`config.mk`:
```
export PLATFORM = sky130hd
export DESIGN_NAME = ram_arbiter
export DESIGN_NICKNAME = d
export VERILOG_FILES = /design/src/rtl/ram_arbiter.sv
export SDC_FILE = /design/constraint.sdc
export NUM_CORES = 1
export LEC_CHECK = 0
export ABC_CLOCK_PERIOD_IN_PS = 1700
export BUFFER_PORTS_ARGS = -buffer_cell sky130_fd_sc_hd__buf_2
export CAP_MARGIN = 20
export CORE_MARGIN = 2
export CORE_UTILIZATION = 31
export DETAILED_ROUTE_END_ITERATION = 6
export GPL_TIMING_DRIVEN = 1
export PLACE_DENSITY = 0.73
export SLEW_MARGIN = 10
export SYNTH_ARGS = -nofsm -noshare
export SYNTH_HDL_FRONTEND = slang
export SYNTH_SLANG_ARGS = --single-unit
```
`constraint.sdc`:
```
create_clock -name clock -period 1.7 [get_ports clock]
set_clock_uncertainty 0.2 [all_clocks]
set_input_delay 0.34 -clock clock [delete_from_list [all_inputs] [get_ports clock]]
set_output_delay 0.34 -clock clock [all_outputs]
set_load 0.05 [all_outputs]
```
`src/rtl/ram_arbiter.sv`:
```
// Two-port arbiter sharing one single-port synchronous SRAM (1-cycle read latency).
// Fixed A priority with a bounded burst limit for B, or round-robin.
module ram_arbiter #(
    parameter int WIDTH      = 8,
    parameter int ADDR_BITS  = 11,
    parameter int PRIORITY_A = 1,
    parameter int MAX_BURST  = 4
) (
    input  logic                 clock,
    input  logic                 reset,
    input  logic                 a_req,
    input  logic                 a_we,
    input  logic [ADDR_BITS-1:0] a_addr,
    input  logic [WIDTH-1:0]     a_wdata,
    output logic                 a_ack,
    output logic                 a_rvalid,
    output logic [WIDTH-1:0]     a_rdata,
    input  logic                 b_req,
    input  logic                 b_we,
    input  logic [ADDR_BITS-1:0] b_addr,
    input  logic [WIDTH-1:0]     b_wdata,
    output logic                 b_ack,
    output logic                 b_rvalid,
    output logic [WIDTH-1:0]     b_rdata,
    output logic [ADDR_BITS-1:0] ram_address,
    output logic                 ram_wren,
    output logic [WIDTH-1:0]     ram_write_data,
    input  logic [WIDTH-1:0]     ram_read_data
);

    localparam logic [7:0] BURST_LIMIT = 8'(MAX_BURST);

    logic [7:0] burst_cnt;
    logic       last_b;
    logic       grant_a;
    logic       grant_b;
    logic       a_rd_pend;
    logic       b_rd_pend;

    always_comb begin
        grant_a = 1'b0;
        grant_b = 1'b0;
        if (!reset) begin
            if (a_req && b_req) begin
                if (PRIORITY_A != 0) begin
                    if (burst_cnt < BURST_LIMIT) grant_a = 1'b1;
                    else                         grant_b = 1'b1;
                end else begin
                    if (last_b) grant_a = 1'b1;
                    else        grant_b = 1'b1;
                end
            end else begin
                grant_a = a_req;
                grant_b = b_req;
            end
        end
    end

    always_ff @(posedge clock) begin
        if (reset) begin
            burst_cnt <= 8'd0;
            last_b    <= 1'b1;
            a_rd_pend <= 1'b0;
            b_rd_pend <= 1'b0;
        end else begin
            a_rd_pend <= grant_a & ~a_we;
            b_rd_pend <= grant_b & ~b_we;
            if (grant_a) last_b <= 1'b0;
            if (grant_b) last_b <= 1'b1;
            if (grant_b)
                burst_cnt <= 8'd0;
            else if (grant_a && b_req && burst_cnt < BURST_LIMIT)
                burst_cnt <= burst_cnt + 8'd1;
        end
    end

    assign a_ack          = grant_a;
    assign b_ack          = grant_b;
    assign ram_address    = grant_b ? b_addr : a_addr;
    assign ram_write_data = grant_b ? b_wdata : a_wdata;
    assign ram_wren       = (grant_a & a_we) | (grant_b & b_we);

    // rvalid is masked during reset so a read granted just before reset is dropped
    assign a_rvalid = a_rd_pend & ~reset;
    assign b_rvalid = b_rd_pend & ~reset;
    assign a_rdata  = ram_read_data;
    assign b_rdata  = ram_read_data;

endmodule
```
Yosys cells after proc, flatten, opt, wreduce, memory -nomap -nowiden
Cells that the tools add are included.

storage, ports and cells
  flip-flop bits (word level) = 10
  bits of input ports = 52
  output and inout port bits = 40
  logic and storage cells = 27

cells by class
  add/sub/neg operators = 1
  $lt $le $gt $ge = 1
  muxes and demuxes = 8
  bitwise logic cells = 10
  reductions and logical operators = 4

operators with widths
  kind                                                        number
  2-to-1 mux 11 bit                                           1
  adder 8 x 1 -> 8 bit, second input constant                 1
  less-than comparator 8 x 3 -> 1 bit, second input constant  1
  2-to-1 mux 8 bit                                            1
  bitwise AND 1 bit                                           6
  2-to-1 mux 1 bit                                            6
  logical AND 1 bit                                           3
  NOT 1 bit                                                   3
  OR reduction 2 bit                                          1
  OR 1 bit                                                    1

Depth between registers and ports, before layout
  word-level depth = 6
  depth in mapped cells = 5
  depth with buffers taken out = 3

Least setup slack after synthesis
OpenSTA, ideal clock, no wires.

  path type = register -> output
  start point = register burst_cnt[5]
  end point = output ram_wren
  arrival time = 1594 ps
  required time = 1160 ps
  setup slack = -434 ps
  cell stages (with the launch flop) = 4
  buffers on the path = 0
  cell sequence = dfxtp_1 > nor4b_4 > a21oi_1 > o2bb2ai_1

between the ends
  longest elaborated chain between the ends = 6
  elaborated cells between the ends (all ways) = 10
  those cells by class = order compare: 1; mux: 6; bitwise: 3

ends and longest elaborated chain
  item                                     RTL line  source
  start: declaration                       33        logic [7:0] burst_cnt;
  start signal: assignment                 73        burst_cnt <= burst_cnt + 8'd1;
  less-than comparator 8 x 3 -> 1 bit (*)  46        if (burst_cnt < BURST_LIMIT) grant_a = 1'b1;
  2-to-1 mux 1 bit                         46
  2-to-1 mux 1 bit                         44        if (a_req && b_req) begin
  2-to-1 mux 1 bit                         43        if (!reset) begin
  bitwise AND 1 bit                        81        assign ram_wren = (grant_a & a_we) | (grant_b & b_we);
  OR 1 bit (*)                             81
  end: declaration                         26        output logic ram_wren,

Every way passes the cells marked *; elsewhere a longest branch is shown, timed or not.

Worst setup path in the final report
  start point = register burst_cnt[7]
  end point = output ram_address[8]

between the ends
  longest elaborated chain between the ends = 5

ends and longest elaborated chain
  item                                 RTL line  source
  less-than comparator 8 x 3 -> 1 bit  46
  2-to-1 mux 1 bit                     46
  2-to-1 mux 1 bit                     44
  2-to-1 mux 1 bit                     43
  2-to-1 mux 11 bit                    79        assign ram_address = grant_b ? b_addr : a_addr;
  end: declaration                     25        output logic [ADDR_BITS-1:0] ram_address,

No other way between the ends.

==> impl_metrics.env <==
export IMPL_hold_viol=0
export IMPL_cap_violations=0
export IMPL_final_period_utilization_pct=130
export IMPL_die_y_microns=56.2
export IMPL_min_period_ns=2.20
export IMPL_fillers=216
export IMPL_syn_nets=132
export IMPL_drt_initial_drc_count=11
export IMPL_drc=0
export IMPL_cp_start_kind="flop"
export IMPL_grt_pass1_wl_microns=3720
export IMPL_first_pass_iters=4
export IMPL_clk_path_buf_depth=2
export IMPL_cpPeakStageDelay_ns=0.33
export IMPL_hpwl_microns=1820
export IMPL_h_tree_depth=1
export IMPL_cts_buffers=3
export IMPL_rrSetupSlack_ns=0.21
export IMPL_worstPathMaxFanout=15
export IMPL_whs_ns=0.0392
export IMPL_seq_power_share_pct=30.5
export IMPL_synth_edf_count=0
export IMPL_grt_pass1_vias=806
export IMPL_dpl_worst_slack_ns=-0.399
export IMPL_numPortBuffers=67
export IMPL_relSlewSlack_pct=83.3
export IMPL_rsz0062_at_grt="true"
export IMPL_seq_area_frac_synth_pct=23.7
export IMPL_start_util_pct=33.5
export IMPL_vias=775
export IMPL_failed_checks="setup timing"
export IMPL_clock_latency_ns=0.26
export IMPL_criticalPathCategory="reg2out"
export IMPL_clock_sinks=10
export IMPL_synth_seq_cells=10
export IMPL_synth_area_sq_um=846
export IMPL_slowest_stage="dfxtp_2"
export IMPL_synthFlopType="dfxtp_1"
export IMPL_cp_end_kind="output pin"
export IMPL_hold_path_class="in2reg"
export IMPL_die_area_sq_mm=0.00316
export IMPL_p_leak_nw=0.667
export IMPL_diodes=0
export IMPL_ir_drop_mv=0.396
export IMPL_worst_pin_slew_ns=0.249
export IMPL_worstPathCellList="nor4b_4 -> a21oi_2 -> buf_12 -> mux2_4 -> buf_6"
export IMPL_crit_arrival_ns=1.66
export IMPL_synthesis_instances=79
export IMPL_drive_gt1_share_pct=80.3
export IMPL_antenna_found_initial=0
export IMPL_finalSetupViolations=22
export IMPL_pwr_share_comb_pct=49.7
export IMPL_status="finished with violations"
export IMPL_cts_clk_slew_worst_paths_ns=0.07
export IMPL_nets=192
export IMPL_row_count=18
export IMPL_wl_microns=2340
export IMPL_post_drt_wl_per_cell_microns=14.0
export IMPL_seqCellArea_sq_um=204
export IMPL_synthArstFlopShare_pct=0
export IMPL_swShare_pct=36.9
export IMPL_power_density_mw_per_mm2=586
export IMPL_place_congestion=0.671
export IMPL_placed_area_sq_mm=0.00115
export IMPL_ys_types=22
export IMPL_crit_buf_inv=2
export IMPL_ant_nets=0
export IMPL_cts_tree="done"
export IMPL_grt_usage_pct=14.4
export IMPL_postLayoutCoreUtil_pct=53.2
export IMPL_cp_required_ns=1.16
export IMPL_post_place_cells=163
export IMPL_io_pins=92
export IMPL_synthToLayoutAreaGrowth_pct=58.6
export IMPL_max_freq_mhz=454
export IMPL_postCtsHoldBufs=0
export IMPL_core_sq_mm=0.00252
export IMPL_maxSlewViolCount=0
export IMPL_power_internal_uw=496
export IMPL_cts_root_buf="clkbuf_4"
export IMPL_synth_avg_cell_area_sq_um=10.7
export IMPL_post_drt_via_cell_ratio=4.64
export IMPL_pwr_share_clk_pct=19.8
export IMPL_setup_ws_ns=-0.503
export IMPL_fp_dieW_microns=56.2
export IMPL_cp_top_family="flip-flops"
export IMPL_p_switching_uw=290
export IMPL_multi_input_area_sq_um=528
export IMPL_gr_total_overflow=0
export IMPL_yosysWarnings=0
export IMPL_fin_cells=167
export IMPL_grt_max_degree=16
export IMPL_final_area_sq_mm=0.00134
==> routing by layer <==
layer | share of wire, % | track usage, % | vias to the layer above
met1 | 34 | 15.5 | 353
met5 | 0 | 0 | -
met3 | 9.5 | 3.95 | 0
li1 | - | - | 372
met2 | 56 | 27.1 | 50
met4 | 0 | 4.08 | 0
==> per-stage QoR <==
stage	setup TNS, ns	power [mW]
detailed placement	-7.34	0.576
CTS	-10.79	0.797
finish	-10.20	0.786
global route	-12.26	0.828
floorplan	-3.72	0.582
global placement	-6.77	0.572
==> logic make-up after synthesis <==
group,synth area share [%]
adders and majority gates,1.48
and+or+nand+nor,18.3
AOI/OAI and AO/OA,5.33
DFF,23.7
muxes,33.3
buffers and inverters,17.9
==> layout by cell type, fill, tap and decap left out <==
cell type,n
nor2b_2,2
dfxtp_2,3
nor3_2,1
ha_1,1
mux2_4,18
buf_4,6
nand4b_1,1
a21oi_2,1
nor2_1,1
buf_6,23
nor4b_4,1
nor2_4,1
nand4_1,1
buf_2,45
clkbuf_4,3
dfxtp_1,7
o2bb2ai_2,1
a21oi_4,1
a21boi_2,1
nand2b_1,4
buf_12,1
nor2b_1,3
a21oi_1,3
mux2_2,1
and2_2,1
nor3_1,2
and2_1,4
==> worst register-to-register path, cell delays in order, from the launching register on <==
cell and delay (ns):
dfxtp_2 0.33, nor4b_4 0.31, a21oi_2 0.13, buf_12 0.18, buf_4 0.14, nor2b_1 0.11
==> sequential cells by signal (all words and copies together) (netlist names) <==
signal	count
b_rd_pend	1
burst_cnt	8
a_rd_pend	1
==> worst paths after layout <==
check,startpoint,endpoint,depth (start not counted)
max reg2reg,burst_cnt[7],b_rd_pend,5
min reg2reg,burst_cnt[1],burst_cnt[1],2
max,burst_cnt[7],ram_address[8],5
min,b_we,b_rd_pend,2
==> cells in the mapped netlist, drive strengths merged, types with 2 or more instances <==
| cell | n | area share [%] |
|---|---|---|
| nor3 | 3 | 2.4 |
| nor2b | 5 | 3.7 |
| a21oi | 5 | 3.4 |
| buf | 19 | 17 |
| and2 | 5 | 3.8 |
| dfxtp | 10 | 24 |
| nor2 | 2 | 0.89 |
| nand2b | 4 | 3.0 |
| mux2 | 19 | 33 |
==> layout make-up <==
cell class,instances,share of cell area (%)
well taps,30,2.80
flip-flops and latches,10,15.2
multi-input cells,49,39.4
clock buffers,3,1.68
repair buffers,75,41.0
==> repair_timing <==
action,CTS,global route
setup endpoints to repair,22,22
pin swaps,3,2
buffers inserted,3,0
gates resized for setup,51,1
==> power groups by stage <==
| stage | registers, mW | logic, mW | clock network [mW] |
|---|---|---|---|
| CTS | 0.240 | 0.393 | 0.164 |
| global route | 0.240 | 0.408 | 0.180 |
| detailed placement | 0.245 | 0.331 | 0 |
| finish | 0.240 | 0.391 | 0.156 |
| floorplan | 0.244 | 0.337 | 0 |
| global placement | 0.245 | 0.327 | 0 |
No activity file was read; power rests on OpenSTA's default activity.
